File: src/rtl/multicycle_control.sv
// Multicycle MIPS-style control unit: state-based datapath controls,
// illegal-opcode pulse and a retired-instruction counter.
module multicycle_control #(
  parameter int ENABLE_ADDI = 1,
  parameter int ENABLE_JUMP = 1,
  parameter int MEM_WAIT    = 1,
  parameter int CNT_W       = 16
) (
  input  logic             clk,
  input  logic             rst_n,
  input  logic [5:0]       opcode,
  input  logic             mem_ready,
  output logic             iord,
  output logic             mem_read,
  output logic             mem_write,
  output logic             mem_to_reg,
  output logic             ir_write,
  output logic             alu_src_a,
  output logic             reg_write,
  output logic             reg_dst,
  output logic             pc_write,
  output logic             pc_write_cond,
  output logic [1:0]       pc_source,
  output logic [1:0]       alu_src_b,
  output logic [1:0]       alu_op,
  output logic [3:0]       state,
  output logic             illegal,
  output logic [CNT_W-1:0] instr_count
);

  typedef enum logic [3:0] {
    FETCH   = 4'd0,
    DECODE  = 4'd1,
    MEMADR  = 4'd2,
    MEMRD   = 4'd3,
    MEMWB   = 4'd4,
    MEMWR   = 4'd5,
    EXEC    = 4'd6,
    RTYPEWB = 4'd7,
    BRANCH  = 4'd8,
    ADDIEX  = 4'd9,
    ADDIWB  = 4'd10,
    JUMP    = 4'd11
  } state_t;

  localparam logic [5:0] OP_LW   = 6'b100011;
  localparam logic [5:0] OP_SW   = 6'b101011;
  localparam logic [5:0] OP_R    = 6'b000000;
  localparam logic [5:0] OP_BEQ  = 6'b000100;
  localparam logic [5:0] OP_ADDI = 6'b001000;
  localparam logic [5:0] OP_J    = 6'b000010;

  localparam logic [CNT_W-1:0] CNT_ONE = {{(CNT_W-1){1'b0}}, 1'b1};

  state_t stateQ, stateD;
  logic   memRdy;
  logic   retire;

  assign memRdy = (MEM_WAIT != 0) ? mem_ready : 1'b1;
  assign state  = stateQ;

  always_ff @(posedge clk or negedge rst_n) begin
    if (!rst_n) begin
      stateQ      <= FETCH;
      instr_count <= '0;
    end else begin
      stateQ <= stateD;
      if (retire) instr_count <= instr_count + CNT_ONE;
    end
  end

  always_comb begin
    stateD        = stateQ;
    retire        = 1'b0;
    illegal       = 1'b0;
    iord          = 1'b0;
    mem_read      = 1'b0;
    mem_write     = 1'b0;
    mem_to_reg    = 1'b0;
    ir_write      = 1'b0;
    alu_src_a     = 1'b0;
    reg_write     = 1'b0;
    reg_dst       = 1'b0;
    pc_write      = 1'b0;
    pc_write_cond = 1'b0;
    pc_source     = 2'b00;
    alu_src_b     = 2'b00;
    alu_op        = 2'b00;

    case (stateQ)
      FETCH: begin
        mem_read  = 1'b1;
        alu_src_b = 2'b01;
        // rst_n gating keeps the IR/PC strobes quiet while reset holds FETCH
        ir_write  = memRdy & rst_n;
        pc_write  = memRdy & rst_n;
        if (memRdy) stateD = DECODE;
      end
      DECODE: begin
        alu_src_b = 2'b11;
        case (opcode)
          OP_LW, OP_SW: stateD = MEMADR;
          OP_R:         stateD = EXEC;
          OP_BEQ:       stateD = BRANCH;
          OP_ADDI: begin
            if (ENABLE_ADDI != 0) stateD = ADDIEX;
            else begin
              stateD  = FETCH;
              illegal = 1'b1;
            end
          end
          OP_J: begin
            if (ENABLE_JUMP != 0) stateD = JUMP;
            else begin
              stateD  = FETCH;
              illegal = 1'b1;
            end
          end
          default: begin
            stateD  = FETCH;
            illegal = 1'b1;
          end
        endcase
      end
      MEMADR: begin
        alu_src_a = 1'b1;
        alu_src_b = 2'b10;
        stateD    = (opcode == OP_SW) ? MEMWR : MEMRD;
      end
      MEMRD: begin
        iord     = 1'b1;
        mem_read = 1'b1;
        if (memRdy) stateD = MEMWB;
      end
      MEMWB: begin
        reg_write  = 1'b1;
        mem_to_reg = 1'b1;
        retire     = 1'b1;
        stateD     = FETCH;
      end
      MEMWR: begin
        iord      = 1'b1;
        mem_write = 1'b1;
        if (memRdy) begin
          retire = 1'b1;
          stateD = FETCH;
        end
      end
      EXEC: begin
        alu_src_a = 1'b1;
        alu_op    = 2'b10;
        stateD    = RTYPEWB;
      end
      RTYPEWB: begin
        reg_write = 1'b1;
        reg_dst   = 1'b1;
        retire    = 1'b1;
        stateD    = FETCH;
      end
      BRANCH: begin
        alu_src_a     = 1'b1;
        alu_op        = 2'b01;
        pc_write_cond = 1'b1;
        pc_source     = 2'b01;
        retire        = 1'b1;
        stateD        = FETCH;
      end
      ADDIEX: begin
        alu_src_a = 1'b1;
        alu_src_b = 2'b10;
        stateD    = ADDIWB;
      end
      ADDIWB: begin
        reg_write = 1'b1;
        retire    = 1'b1;
        stateD    = FETCH;
      end
      JUMP: begin
        pc_write  = 1'b1;
        pc_source = 2'b10;
        retire    = 1'b1;
        stateD    = FETCH;
      end
      default: stateD = FETCH;
    endcase
  end

endmodule

File: config.mk
export PLATFORM = sky130hd
export DESIGN_NAME = multicycle_control
export DESIGN_NICKNAME = d
export VERILOG_FILES = /design/src/rtl/multicycle_control.sv
export SDC_FILE = /design/constraint.sdc
export NUM_CORES = 1
export LEC_CHECK = 0
export CORE_UTILIZATION = 60
export CTS_CLUSTER_SIZE = 12
export DETAILED_ROUTE_END_ITERATION = 12
export DONT_BUFFER_PORTS = 1
export HOLD_SLACK_MARGIN = 0.12
export PLACE_DENSITY = 0.84
export RECOVER_POWER = 50
export SYNTH_ARGS = -nofsm -noshare
export SYNTH_HDL_FRONTEND = slang
export SYNTH_SLANG_ARGS = --single-unit
File: constraint.sdc
create_clock -name clk -period 1.8 [get_ports clk]
set_input_delay 0.45 -clock clk [delete_from_list [all_inputs] [get_ports clk]]
set_output_delay 0.45 -clock clk [all_outputs]
set_load 0.05 [all_outputs]
==> run summary, run 1 <==
Status - aborted with a tool error
Stopped at - clock tree synthesis (4_1_cts)
First Err - [ERROR DPL-0038] Utilization greater than 100%, impossible to legalize
CTS root buf - clkbuf_4
Clock tree sinks - 20
Final GP Congestion - 0.833
Post-CTS Hold Fix Bufs - 1
Sequential-to-total area share from yosys stat - 0.385
Synth area leaders - dfrtp_1 39%, xnor2_1 10%, nand4_1 5.3%
Row count - 16
Post-synth EDFFs - 0
Port Buffer Count - 0
Cell Area, Placed - 1830 um2
Asr flop ratio synth - 1.00
CTS max path bufs - 2
Yosys warnings - 0
Synth Instances - 141
Net Count, Synth - 151
Die width - 48.5 um
Leading area contributor after synthesis - dfrtp_1
Max H-tree Level - 1
Post-CTS sizing - 19
Post-synthesis cell area - 1300 um2
Flops & latches, synth - 20
Initial Util - 0.649
Total setup buffers inserted after CTS - 10
Post-synth cell types - 42
IO Pins - 46
Share of the synthesized area in the top cell type - 0.385
DIE HEIGHT - 48.5 um
Number of CTS-inserted buffers - 3
Syn Area/Cell - 9.21 um2
DP HPWL - 3180 um
Synth Flop Type - dfrtp_1
-- logic make-up after synthesis --
kind of cell | count (synthesis) | synth area share
compound gates | 19 | 0.123
xor+xnor | 18 | 0.121
fa+ha+maj | 1 | 0.00963
buf+inv | 12 | 0.0491
flops | 20 | 0.385
mux | 2 | 0.0164
simple gates | 69 | 0.295
-- metrics by stage --
step | setup slack, ns | utilization | instances | setup TNS [ns]
3_5_place_dp | 0.0747 | 0.915 | 199 | 0
3_3_place_gp | 0.167 | 0.915 | 199 | 0
2_1_floorplan | -0.229 | - | 141 | -0.978
-- synthesized netlist by cell type (2+ instances only) --
cell,n
buf_4,2
nor2b_1,2
nand2_1,10
nor3_1,9
o21ai_0,4
nor4_1,3
clkbuf_1,2
a21oi_1,3
inv_1,3
nor2_1,9
xnor2_1,15
o211ai_1,2
nand4_1,11
and3_1,8
dfrtp_1,20
nand3_1,3
nand3b_1,3
buf_2,2
and2_1,3
nand2b_1,3
xor2_1,3
==> run 2: changes to the inputs <==
- CORE_AREA: not set -> 2 2 63 65
- CORE_UTILIZATION: 60 -> not set
- CTS_CLUSTER_SIZE: 12 -> not set
- DIE_AREA: not set -> 0 0 65 67
- HOLD_SLACK_MARGIN: 0.12 -> not set
- PLACE_DENSITY: 0.84 -> not set
- PLACE_DENSITY_LB_ADDON: not set -> 0.15
==> run 2 against run 1 <==
- the flow now finishes, with violations (negative setup slack)
- synthesized cell count unchanged
- area after synthesis is the same
==> run summary, run 2 <==
Drt first pass iters - 4
Largest net degree at the start of global routing - 21
Total gr overflow - 0
Critical path data arrival time - 1.43 ns
Wire length of the first global-routing pass - 5690 um
Max H-tree Level - 1 (unchanged)
GR Util All Layers - 0.170
Final GP Congestion - 0.723 (-13%)
Share of layout cells above drive strength 1 - 0.466
Largest Register - instr_count
Initial antenna violation count - 0
Min-Delay Path Class - input port to register
Net Count, Synth - 151 (unchanged)
Met3 Use GR - 0.0439
Via density - 5.28
Kind of critical path - register to output port
Fmax achieved - 0.531 GHz
Flop2flop setup slack - 0.02 ns
Max-slew headroom - 0.411
DIE HEIGHT - 67 um (+38%)
Leak - 0.853 nW
Crit-path max FO - 7
Setup ws final - -0.0836 ns
Setup Skew - 0.00295 ns
Share of the synthesized area in the top cell type - 0.385 (unchanged)
Commonest non-fill, non-tap cell in the layout - buf_4
Slew @ Worst Pin - 0.881 ns
Cell Area, Placed - 1840 um2 (+0.61%)
Final instance area - 2100 um2
Most frequent cells in the layout - 17 x buf_4, 16 x dfrtp_1, 15 x xnor2_1, 12 x buf_12, 11 x nand4_1
WL/cell - 15.3 um
Min cycle time layout - 1.88 ns
Met2 Use GR - 0.299
Post-synth EDFFs - 0 (unchanged)
Final WL - 3620 um
Core Box Area - 3610 um2
Die Area - 4360 um2
Final setup viols - 10
Hold_ws - 0.386 ns
Port Buffer Count - 0 (unchanged)
Ant. Diodes - 0
DRT antenna net count - 0
Flops & latches, synth - 20 (unchanged)
Number of remaining DRC errors - 0
Global Route met1 Usage - 0.215
Unrepaired setup endpoints after global routing - true
Yosys warnings - 0 (unchanged)
Crit end category - output port
DR iter-0 viols - 38
Synth Flop Type - dfrtp_1
Endpoints failing hold - 0
Via count - 1251
Most common cell in the synthesized netlist - dfrtp_1
Failing checks - negative setup slack
Largest register FFs - 16
Worst vdd ir - 0.000711 V
Post-Place Setup Slack - 0.0699 ns (-0.00485 ns)
Fillers - 323
Final net count - 200
Synth cell count leaders - 20 x dfrtp_1, 15 x xnor2_1, 11 x nand4_1
CTS max path bufs - 2 (unchanged)
Vias in the first global route - 1234
Area delta synth->final - 62.0%
Worst EP required - 1.35 ns
Max-cap check violation count - 0
CTS tree - built
Synth area leaders - dfrtp_1 39%, xnor2_1 10%, nand4_1 5.3%
Clock Latency Late Sink - 0.25 ns
Status - finished with violations
Synth Instances - 141 (unchanged)
Worst-path clk slew - 0.07 ns
Row count - 22 (+6)
Final period util - 1.05
Syn Area/Cell - 9.21 um2 (unchanged)
Sequential-to-total area share from yosys stat - 0.385 (unchanged)
Clock tree sinks - 20 (unchanged)
Post-synth cell types - 42 (unchanged)
Post-synthesis cell area - 1300 um2 (unchanged)
Die width - 65 um (+34%)
P per Cell Area - 1550 nW/um2
CTS root buf - clkbuf_8
DP HPWL - 2550 um (-20%)
Asr flop ratio synth - 1.00 (unchanged)
Fin. max-slew vios - 0
IO Pins - 46 (unchanged)
Leading area contributor after synthesis - dfrtp_1
Initial Util - 0.360 (-0.289)
Number of CTS-inserted buffers - 3 (unchanged)
Gr busiest metal - met2
Crit path launch type - register
run 2: per-layer routing:
layer  part of all wire  wire (um)
met1               0.43       1550
met5                  0          0
met2               0.51       1840
met3              0.064        231
met4                  0          0
run 2: final timing paths:
kind,depth (start not counted),start,to
worst max-delay path,4,state[0],mem_read
worst min-delay path,3,mem_ready,state[0]
worst max register to register,6,state[1],instr_count[1]
worst min register to register,2,instr_count[1],instr_count[1]
max in group asynchronous,1,rst_n,state[2]
min in group asynchronous,1,rst_n,instr_count[9]
run 2: area by class of cell:
type	count	area, um2	area share
clock buffers	4	45.0	0.0214
inverters	3	11.3	0.00535
multi-input cells	109	935	0.444
flip-flops and latches	20	505	0.240
well taps	48	60.1	0.0285
repair buffers	53	548	0.260
run 2: report_power, final:
group	total (W)	switching [W]	internal (W)
clock	0.000294	0.000137	0.000157
sequential	0.000633	0.000110	0.000524
combinational	0.00233	0.00137	0.000959
total	0.00326	0.00162	0.00164
run 2: critical path, cell delays in order, from the launching register on:
cell and delay (ns):
dfrtp_2 0.51, nand2b_4 0.22, nand2_4 0.08, nor3_4 0.21, buf_12 0.16
run 2: cells by family (layout without fill, tap and decap cells):
group | after synthesis | after routing | share of synthesized area
compound gates | 19 | 19 | 0.123
xor+xnor | 18 | 18 | 0.121
fa+ha+maj | 1 | 1 | 0.00963
buf+inv | 12 | 60 | 0.0491
flops | 20 | 20 | 0.385
mux | 2 | 2 | 0.0164
simple gates | 69 | 69 | 0.295
run 2: repair_timing:
| action | in CTS | in global routing |
|---|---|---|
| pin swaps | 9 | 6 |
| setup buffers | 12 | 2 |
| hold buffers | 1 | 0 |
| setup endpoints to repair | 14 | 20 |
| resized for setup | 26 | 7 |
| hold endpoints to repair | 20 | 0 |
run 2: per-stage QoR:
stage          total power (W)   util  setup TNS [ns]  cells
2_1_floorplan          0.00203      -          -0.978    141
3_3_place_gp           0.00255  0.511               0    218
3_5_place_dp           0.00257  0.511               0    218
4_1_cts                0.00317  0.578          -0.426    235
5_1_grt                0.00342  0.584           -1.63    237
6_report               0.00326  0.584          -0.448    237
(Power assumes the default switching activity.)
